`config.mk`:
```
export PLATFORM = sky130hd
export DESIGN_NAME = note_scheduler_flat
export DESIGN_NICKNAME = d
export VERILOG_FILES = /design/src/rtl/note_scheduler_pkg.sv /design/src/rtl/note_scheduler_if.sv /design/src/rtl/note_scheduler_rr_arbiter.sv /design/src/rtl/note_scheduler.sv /design/src/flat_wrapper.sv
export SDC_FILE = /design/constraint.sdc
export NUM_CORES = 1
export LEC_CHECK = 0
export BUFFER_PORTS_ARGS = -buffer_cell sky130_fd_sc_hd__clkbuf_2
export CELL_PAD_IN_SITES_DETAIL_PLACEMENT = 1
export CELL_PAD_IN_SITES_GLOBAL_PLACEMENT = 2
export CORE_AREA = 2 2 99 125
export CTS_CLUSTER_DIAMETER = 120
export CTS_CLUSTER_SIZE = 24
export DETAILED_ROUTE_END_ITERATION = 16
export DIE_AREA = 0 0 101 127
export PLACE_DENSITY_LB_ADDON = 0.15
export SLEW_MARGIN = 20
export SYNTH_ARGS = -nofsm -noshare
export SYNTH_HDL_FRONTEND = slang
export SYNTH_SLANG_ARGS = --single-unit
```
`constraint.sdc`:
```
create_clock -name clk -period 2.5 [get_ports clk]
set_input_delay 0.375 -clock clk [delete_from_list [all_inputs] [get_ports clk]]
set_output_delay 0.375 -clock clk [all_outputs]
set_load 0.005 [all_outputs]
```
`src/rtl/note_scheduler_pkg.sv`:
```
// Shared types and constants for the note scheduler and its arbiter.
package note_scheduler_pkg;

  localparam int NOTE_W       = 8;
  localparam int DUR_W        = 8;
  localparam int DEF_TICK_DIV = 4194304;

  // A fullnote of zero silences the tone generator.
  localparam logic [NOTE_W-1:0] NOTE_REST = '0;

  typedef enum logic [1:0] {
    IDLE = 2'd0,
    PLAY = 2'd1,
    GAP  = 2'd2
  } state_t;

  // Index width that never collapses to zero bits.
  function automatic int idx_w(input int n);
    return (n > 1) ? $clog2(n) : 1;
  endfunction

endpackage

```
`src/rtl/note_scheduler_if.sv`:
```
// Requester / tone-generator side bundle of the note scheduler.
// master: requesting blocks and generator; slave: the scheduler.
interface note_scheduler_if
  import note_scheduler_pkg::*;
#(
  parameter int NUM_REQ = 4
) ();

  localparam int ID_W = idx_w(NUM_REQ);

  logic [NUM_REQ-1:0]        req;
  logic [NOTE_W*NUM_REQ-1:0] req_note;
  logic [DUR_W*NUM_REQ-1:0]  req_dur;
  logic                      stop;
  logic [NUM_REQ-1:0]        ack;
  logic [NOTE_W-1:0]         fullnote;
  logic                      busy;
  logic [ID_W-1:0]           grant_id;
  logic                      done;

  modport master (
    output req, req_note, req_dur, stop,
    input  ack, fullnote, busy, grant_id, done
  );

  modport slave (
    input  req, req_note, req_dur, stop,
    output ack, fullnote, busy, grant_id, done
  );

endinterface

```
`src/rtl/note_scheduler_rr_arbiter.sv`:
```
// Combinational round-robin pick: first requesting channel after last_grant,
// wrapping around.
module note_scheduler_rr_arbiter
  import note_scheduler_pkg::*;
#(
  parameter int NUM_REQ = 4,
  localparam int ID_W   = idx_w(NUM_REQ)
) (
  input  logic [NUM_REQ-1:0] req,
  input  logic [ID_W-1:0]    last_grant,
  output logic [ID_W-1:0]    grant,
  output logic               valid
);

  logic [ID_W-1:0] cand;

  // Walk the channels starting just after the previous winner.
  always_comb begin
    // NOTE: every output of a combinational block gets a default first, otherwise a latch is inferred.
    grant = '0;
    valid = 1'b0;
    cand  = '0;
    for (int k = 1; k <= NUM_REQ; k++) begin
      cand = ID_W'((int'(last_grant) + k) % NUM_REQ);
      if (!valid && req[cand]) begin
        valid = 1'b1;
        grant = cand;
      end
    end
  end

endmodule

```
`src/rtl/note_scheduler.sv`:
```
// Round-robin scheduler sharing one square-wave tone generator between
// NUM_REQ requesters. Plays each accepted note for dur*TICK_DIV clocks,
// follows it with GAP_TICKS silent ticks, then pulses done.
module note_scheduler
  import note_scheduler_pkg::*;
#(
  parameter int NUM_REQ   = 4,
  parameter int TICK_DIV  = DEF_TICK_DIV,
  parameter int GAP_TICKS = 1
) (
  input logic             clk,
  input logic             reset,
  note_scheduler_if.slave bus
);

  localparam int ID_W  = idx_w(NUM_REQ);
  localparam int CNT_W = idx_w(TICK_DIV);
  localparam logic [CNT_W-1:0] CNT_LAST = CNT_W'(TICK_DIV - 1);
  localparam logic [DUR_W-1:0] GAP_LOAD = DUR_W'(GAP_TICKS);
  localparam logic [DUR_W-1:0] DUR_ONE  = DUR_W'(1);

  state_t            state;
  logic [CNT_W-1:0]  cnt;
  logic [DUR_W-1:0]  remaining;
  logic [ID_W-1:0]   last_grant;
  logic [ID_W-1:0]   pick;
  logic              pick_valid;
  logic [NOTE_W-1:0] pick_note;
  logic [DUR_W-1:0]  pick_dur;
  logic              tick;

  note_scheduler_rr_arbiter #(
    .NUM_REQ (NUM_REQ)
  ) u_arb (
    .req        (bus.req),
    .last_grant (last_grant),
    .grant      (pick),
    .valid      (pick_valid)
  );

  // Select the winning channel's note and duration fields.
  always_comb begin
    pick_note = NOTE_REST;
    pick_dur  = '0;
    for (int i = 0; i < NUM_REQ; i++) begin
      if (pick == ID_W'(i)) begin
        pick_note = bus.req_note[i*NOTE_W +: NOTE_W];
        pick_dur  = bus.req_dur[i*DUR_W +: DUR_W];
      end
    end
  end

  assign tick = (cnt == CNT_LAST);

  // Scheduler FSM with tick counter and registered outputs.
  always_ff @(posedge clk or posedge reset) begin
    if (reset) begin
      state        <= IDLE;
      cnt          <= '0;
      remaining    <= '0;
      last_grant   <= ID_W'(NUM_REQ - 1);
      bus.ack      <= '0;
      bus.fullnote <= NOTE_REST;
      bus.busy     <= 1'b0;
      bus.grant_id <= '0;
      bus.done     <= 1'b0;
    end else begin
      // NOTE: sequential state uses non-blocking assignments so every register samples pre-edge values.
      bus.ack  <= '0;
      bus.done <= 1'b0;
      if (bus.stop) begin
        // Abort any note in progress; in IDLE this just suppresses the grant.
        state        <= IDLE;
        cnt          <= '0;
        bus.fullnote <= NOTE_REST;
        bus.busy     <= 1'b0;
      end else begin
        case (state)
          IDLE: begin
            if (pick_valid) begin
              state         <= PLAY;
              bus.ack[pick] <= 1'b1;
              bus.grant_id  <= pick;
              last_grant    <= pick;
              remaining     <= pick_dur;
              cnt           <= '0;
              bus.busy      <= 1'b1;
              bus.fullnote  <= (pick_dur != '0) ? pick_note : NOTE_REST;
            end
          end

          PLAY: begin
            // Zero duration leaves after one cycle; otherwise on the last tick.
            if (remaining == '0 || (tick && remaining == DUR_ONE)) begin
              state        <= GAP;
              bus.fullnote <= NOTE_REST;
              remaining    <= GAP_LOAD;
              cnt          <= '0;
            end else if (tick) begin
              remaining <= remaining - DUR_ONE;
              cnt       <= '0;
            end else begin
              cnt <= cnt + 1'b1;
            end
          end

          GAP: begin
            if (tick && remaining == DUR_ONE) begin
              state    <= IDLE;
              bus.busy <= 1'b0;
              bus.done <= 1'b1;
              cnt      <= '0;
            end else if (tick) begin
              remaining <= remaining - DUR_ONE;
              cnt       <= '0;
            end else begin
              cnt <= cnt + 1'b1;
            end
          end

          default: begin
            state        <= IDLE;
            bus.busy     <= 1'b0;
            bus.fullnote <= NOTE_REST;
          end
        endcase
      end
    end
  end

endmodule

```
`src/flat_wrapper.sv`:
```
// flat-port wrapper written by rule: the top's interface ports become plain ports
module note_scheduler_flat import note_scheduler_pkg::*;
#(
  parameter int NUM_REQ   = 4,
  parameter int TICK_DIV  = DEF_TICK_DIV,
  parameter int GAP_TICKS = 1
)
  (clk, reset, bus_req, bus_req_note, bus_req_dur, bus_stop, bus_ack, bus_fullnote, bus_busy, bus_grant_id, bus_done);
  note_scheduler_if #(.NUM_REQ(NUM_REQ)) bus_i ();
  input logic clk;
  input logic reset;
  input wire logic [$bits(bus_i.req)-1:0] bus_req;
  input wire logic [$bits(bus_i.req_note)-1:0] bus_req_note;
  input wire logic [$bits(bus_i.req_dur)-1:0] bus_req_dur;
  input wire logic [$bits(bus_i.stop)-1:0] bus_stop;
  output wire logic [$bits(bus_i.ack)-1:0] bus_ack;
  output wire logic [$bits(bus_i.fullnote)-1:0] bus_fullnote;
  output wire logic [$bits(bus_i.busy)-1:0] bus_busy;
  output wire logic [$bits(bus_i.grant_id)-1:0] bus_grant_id;
  output wire logic [$bits(bus_i.done)-1:0] bus_done;
  assign bus_i.req = bus_req;
  assign bus_i.req_note = bus_req_note;
  assign bus_i.req_dur = bus_req_dur;
  assign bus_i.stop = bus_stop;
  assign bus_ack = bus_i.ack;
  assign bus_fullnote = bus_i.fullnote;
  assign bus_busy = bus_i.busy;
  assign bus_grant_id = bus_i.grant_id;
  assign bus_done = bus_i.done;
  note_scheduler #(.NUM_REQ(NUM_REQ), .TICK_DIV(TICK_DIV), .GAP_TICKS(GAP_TICKS)) u_core (.clk(clk), .reset(reset), .bus(bus_i));
endmodule
```
After elaboration in Yosys (flattened, before gate mapping)

Cells that the tools add are included.

Add/sub/neg operators: 6
Bitwise logic cells: 1
Mux-type cells: 57
Equality and inequality tests: 14
Reductions and logical operators: 21
Magnitude comparators: 6

Operators by type and width:

| cell                                                                          | number |
|---|---|
| 8-bit 2-to-1 mux                                                              | 16 |
| 22-bit 2-to-1 mux                                                             | 5 |
| 22-bit one-hot mux with 3 select lines                                        | 1 |
| 8-bit one-hot mux with 3 select lines                                         | 2 |
| 22-bit by 1-bit adder with 22-bit output (second input constant)              | 1 |
| 22-bit == test (second input constant)                                        | 1 |
| 2-bit 2-to-1 mux                                                              | 8 |
| 2-bit by 3-bit less-than comparator with 1-bit output (second input constant) | 5 |
| 1-bit 2-to-1 mux                                                              | 15 |
| 4-bit 2-to-1 mux                                                              | 3 |
| 3-bit AND reduction                                                           | 4 |
| 3-bit by 2-bit inequality test with 1-bit output (second input constant)      | 3 |
| 1-bit binary-select mux with 2-bit select                                     | 4 |
| 8-bit by 1-bit == test with 1-bit output (second input constant)              | 1 |
| 8-bit logical NOT                                                             | 1 |
| 8-bit nonzero test                                                            | 1 |
| 8-bit by 1-bit subtractor with 8-bit output (second input constant)           | 1 |
| 2-bit == test (second input constant)                                         | 3 |
| 2-bit inequality test (second input constant)                                 | 3 |
| 2-bit one-hot mux with 3 select lines                                         | 1 |
| 1-bit logical AND                                                             | 5 |
| 2-bit by 1-bit adder with 2-bit output (second input constant)                | 2 |
| 2-bit adder (second input constant)                                           | 2 |
| 2-bit by 1-bit == test with 1-bit output (second input constant)              | 2 |
| 12 further kinds                                                              | 15 |

Output and inout bits: 16
Bits of input ports: 71
Flip-flop bits (word level): 50
Word-level logic and storage cells: 114

Longest topological paths before layout

Depth in word-level cells: 23
Depth in mapped cells: 10
Depth with buffers taken out: 9

By module

From an unflattened synthesis, not the netlist that was laid out.

Cells, all modules: 343
Area, all modules: 3,248.1 sq um

Modules (own cells, without submodules):

| module                    | area an instance (sq um) | seq. area each (sq um) | cells an instance | instances |
|---|---|---|---|---|
| note_scheduler            | 3,156.8                  | 1,253.7                | 329               | 1 |
| note_scheduler_rr_arbiter | 91.3                     | 0.0                    | 14                | 1 |

Least setup slack after synthesis

OpenSTA, ideal clock, no wires.

Path kind: flip-flop to flip-flop
Start: reg u_core.last_grant[1]
End: reg u_core.bus.fullnote[2]
Clock period less this slack: 2,274 ps
Data required time: 2,390 ps
Arrival time: 2,164 ps
Stages on the path, launching flop included: 10
Setup time: 110 ps
Slack: 226 ps
Buffers on the path: 2
Path through: dfstp_2 > mux2i_1 > a2bb2oi_2 > and2_4 > buf_6 > a21oi_1 > a32o_1 > and4_1 > buf_6 > o41ai_1

Word-level cells in the longest chain between the ends: 23
Elaborated cells between the ends (all ways): 45
Those cells by class: 4 x add/sub; 4 x eq/ne; 28 x mux; 9 x reduce/logical

RTL lines:

| element                                   | line                            | text |
|---|---|---|
| start, declared                           | note_scheduler.sv:25            | `logic [ID_W-1:0] last_grant;` |
| start signal, assigned                    | note_scheduler.sv:61            | `last_grant <= ID_W'(NUM_REQ - 1);` |
| start signal, assigned                    | note_scheduler.sv:84            | `last_grant <= pick;` |
| 2-bit by 1-bit adder with 2-bit output    | note_scheduler_rr_arbiter.sv:24 | `cand = ID_W'((int'(last_grant) + k) % NUM_REQ);` |
| 1-bit binary-select mux with 2-bit select | note_scheduler_rr_arbiter.sv:25 | `if (!valid && req[cand]) begin` |
| 1-bit 2-to-1 mux (implied by the code)    | note_scheduler_rr_arbiter.sv:25 |  |
| 1-bit 2-to-1 mux                          | note_scheduler_rr_arbiter.sv:25 |  |
| 1-bit logical NOT                         | note_scheduler_rr_arbiter.sv:25 |  |
| 1-bit logical AND                         | note_scheduler_rr_arbiter.sv:25 |  |
| 1-bit 2-to-1 mux                          | note_scheduler_rr_arbiter.sv:25 |  |
| 1-bit logical NOT                         | note_scheduler_rr_arbiter.sv:25 |  |
| [4 not listed]                            | n/a                             |  |
| 2-bit 2-to-1 mux                          | note_scheduler_rr_arbiter.sv:25 |  |
| 2-bit logical NOT                         | note_scheduler.sv:46            | `if (pick == ID_W'(i)) begin` |
| 8-bit 2-to-1 mux (4 in a row)             | note_scheduler.sv:46            |  |
| 8-bit nonzero test                        | note_scheduler.sv:88            | `bus.fullnote <= (pick_dur != '0) ? pick_note : NOTE_REST;` |
| 8-bit 2-to-1 mux                          | note_scheduler.sv:88            |  |
| 8-bit 2-to-1 mux                          | note_scheduler.sv:80            | `if (pick_valid) begin` |
| 8-bit one-hot mux with 3 select lines     | note_scheduler.sv:78            | `case (state)` |
| 8-bit 2-to-1 mux                          | note_scheduler.sv:71            | `if (bus.stop) begin` |
| end signal, assigned                      | note_scheduler.sv:88            |  |
| end, declared                             | note_scheduler_if.sv:28         | `output ack, fullnote, busy, grant_id, done` |

Several ways; a longest one is shown, not always the timed one. The select of a mux whose other input is x is not followed.
A chain may end at the register's enable or synchronous reset.

Final worst setup path

Start: reg u_core.last_grant[1]
End: reg u_core.bus.fullnote[4]

Same word-level chain as after synthesis.

==> out/results.ini <==
[run_status]
status=finished clean

[power_and_ir_drop]
pwr-share-comb=0.524
pwr-share-clk=0.196
switching_share=0.430
switching_power_mw=1.81
seqPwrFrac=0.280
vdd_drop_max_mv=0.375
power.total_mw=4.22
p_leak_nw=2.10
intPower_mw=2.41
power-per-cell-area_mw_per_mm2=951

[critical_path]
r2r.worst_path.cells=7
crit_path_max_fanout=12
critPathRequiredTime_ps=2660
critPathLaunchType=flop
critical_path.endpoint_type=flop
timing.setup.critical_path_class=flop to flop
crit_arrival_ps=2500

[logic_synthesis]
yosysWarningCount=0
synth-async-reset-ratio=1.00
synth_cell_types=57
synth.avg_cell_area_um2=7.74
synth.top_cell.area_share=0.348
synth_nets=526
yosys_most_used_dff=dfrtp_1
synth_enable_flop_cells=0
yosysSeqAreaShare=0.363
synth_top_cell_by_area=dfrtp_1
mappedNetlistArea_mm2=0.00345
yosys_register_bits=50
synthCells=446
leading_cell_types_by_total_area_after_synthesis=dfrtp_1 (35%), nand2_1 (11%), o21ai_0 (7.7%)

[route]
drt_wl_total_um=11400
wl_per_cell_um=16.6
vias_per_cell=5.26
final_antenna_net_count=0
drcViolationCount=0
detail_route.first_pass.iterations=4
detailroute.via_count=3623
initialDrtViolationCount=74

[finish]
final_net_count=630
final_layout_size_suffix_gt1_frac=0.285
num_antenna_cells=0
areaGrowthSynthToFinish_pct=28.6
most-common-layout-cells=nand2_1 (99), clkbuf_2 (87), o21ai_0 (53), dfrtp_1 (48), nand3_1 (32)
layout.filler_cells=1471
layout.cells.most_common=nand2_1
final_instance_count_excl_fillers=689

[timing]
clock.fmax_ghz=0.427
final-hold-violation-count=0
share_of_the_clock_period_used_by_the_worst_path=0.936
holdWs_ps=109
slew-limit-headroom=0.512
setup_viol=0
finalClockSkew_ps=9.24
final.min_clock_period_ps=2340
tightest_slew_ps=729
max_transition_viols_final=0

[floorplanning]
core_area_mm2=0.0116
dieWidth_um=101
rows=44
fp.dieArea_mm2=0.0128
initial_utilization=0.299
die_height_um=127
floorplan.io_pins=87

[worst_hold_path]
worst_hold_path_type=primary input to asynchronous set/reset pin

[clock_tree]
maximum_buffer_depth_of_the_clock_tree=2
cts_inserted_buffers=5
tritoncts=done
cts_htree_levels=2
clkLatencyLatePin_ps=300
clock_sinks=50
cts-root-buf=clkbuf_16
path_clk_slew_ps=70

[place]
placedCellCount=677
post-dp-hpwl_um=8890
port_buffers=86
finalWeightedCongestion=0.816

[global_routing]
grt_pass1_wl_um=19100
vias_in_the_first_global_route=3861
globalRouteTotalUtil=0.186
grt_antenna_before_repair=0
pin_count_of_the_biggest_net_entering_global_routing=28
gr-total-overflow=0

[run]
cap_viol_max_count=0

sequential cells by signal, summed over array words and instances (netlist names):
signal	count
u_core.bus.done	1
u_core.cnt	22
u_core.last_grant	2
u_core.bus.grant_id	2
u_core.state	2
u_core.bus.busy	1
u_core.bus.fullnote	8
u_core.remaining	8
u_core.bus.ack	4
through the flow:
stage	util	area (um^2)	TNS [ps]	setup slack [ps]
2_1_floorplan	-	3450	0	226
3_3_place_gp	0.361	4180	0	50.7
3_5_place_dp	0.361	4180	-147	-50.0
4_1_cts	0.377	4360	0	9.29
5_1_grt	0.384	4440	-1.99	-1.99
6_report	0.384	4440	0	161
power groups by stage:
| stage | combinational, mW | sequential (mW) | clock, mW |
|---|---|---|---|
| finish | 2.21 | 1.18 | 0.828 |
| CTS | 2.16 | 1.19 | 0.854 |
| global placement | 2.10 | 1.19 | 0 |
| global route | 2.51 | 1.22 | 0.877 |
| floorplan | 1.38 | 1.17 | 0 |
| detailed placement | 2.14 | 1.20 | 0 |
synthesized netlist by cell type (all sizes together) (3+ instances only):
| master | count |
|---|---|
| nand2 | 100 |
| o21ai | 55 |
| dfrtp | 48 |
| nand3 | 32 |
| nor2 | 24 |
| a21oi | 23 |
| nor3 | 16 |
| buf | 11 |
| clkbuf | 11 |
| inv | 10 |
| ha | 9 |
| a21o | 8 |
| a32oi | 8 |
| nor4 | 8 |
| o41ai | 8 |
| and3 | 7 |
| nand4 | 7 |
| a31oi | 6 |
| nand2b | 4 |
| nor2b | 4 |
| or2 | 4 |
| a21boi | 3 |
| a2bb2oi | 3 |
| and2 | 3 |
| o211ai | 3 |
| o21a | 3 |
layout make-up:
type	count	area (um^2)	area share
timing repair buffer	119	688	0.155
clock buffer	5	125	0.0282
inverter	10	37.5	0.00846
sequential	50	1250	0.282
multi-input combinational	364	2110	0.476
clock inverter	3	47.5	0.0107
tap	138	173	0.0389
routing by layer:
layer,global-route usage,routed length (um)
met5,0,0
met4,0.0572,166
met3,0.0323,384
met2,0.343,5990
met1,0.216,4900
logic make-up (layout without fill, tap and decap cells):
| family | Yosys count | after routing | share of synthesized area |
|---|---|---|---|
| buffers and inverters | 32 | 137 | 0.0420 |
| XOR/XNOR | 2 | 2 | 0.00507 |
| AO/OA/AOI/OAI | 134 | 134 | 0.255 |
| multiplexers | 2 | 2 | 0.00580 |
| adder cells (fa/ha/maj) | 9 | 9 | 0.0326 |
| AND/OR/NAND/NOR | 217 | 217 | 0.296 |
| flip-flops | 50 | 50 | 0.363 |
worst paths after layout:
kind,start,end,slack (ps)
worst max-delay path,u_core.last_grant[1]$_DFFE_PP1P_,u_core.bus.fullnote[4]$_DFFE_PP0P_,160
max in group asynchronous,reset,u_core.state[1]$_DFFE_PP0P_,1830
min in group clk,bus_req_note[19],u_core.bus.fullnote[3]$_DFFE_PP0P_,430
worst max register to register,u_core.last_grant[1]$_DFFE_PP1P_,u_core.bus.fullnote[4]$_DFFE_PP0P_,160
worst min register to register,u_core.bus.fullnote[0]$_DFFE_PP0P_,u_core.bus.fullnote[0]$_DFFE_PP0P_,490
worst min-delay path,reset,u_core.remaining[5]$_DFFE_PP0P_,110
critical path, cell delays in order (launching register included):
cell       delay (ps)
dfstp_2           600
mux2i_1           240
a2bb2oi_2         180
and2_4            250
a32oi_2           150
nor4_2            320
and4_4            350
o41ai_2           100
timing repair:
| item | 4_1_cts | 5_1_grt |
|---|---|---|
| hold endpoints to repair | 0 | 0 |
| pin swaps | 0 | 6 |
| setup endpoints to repair | 8 | 24 |
| gates resized for setup | 3 | 11 |
| hold buffers | 0 | 0 |
| buffers inserted | 0 | 4 |
(Power assumes the default switching activity.)
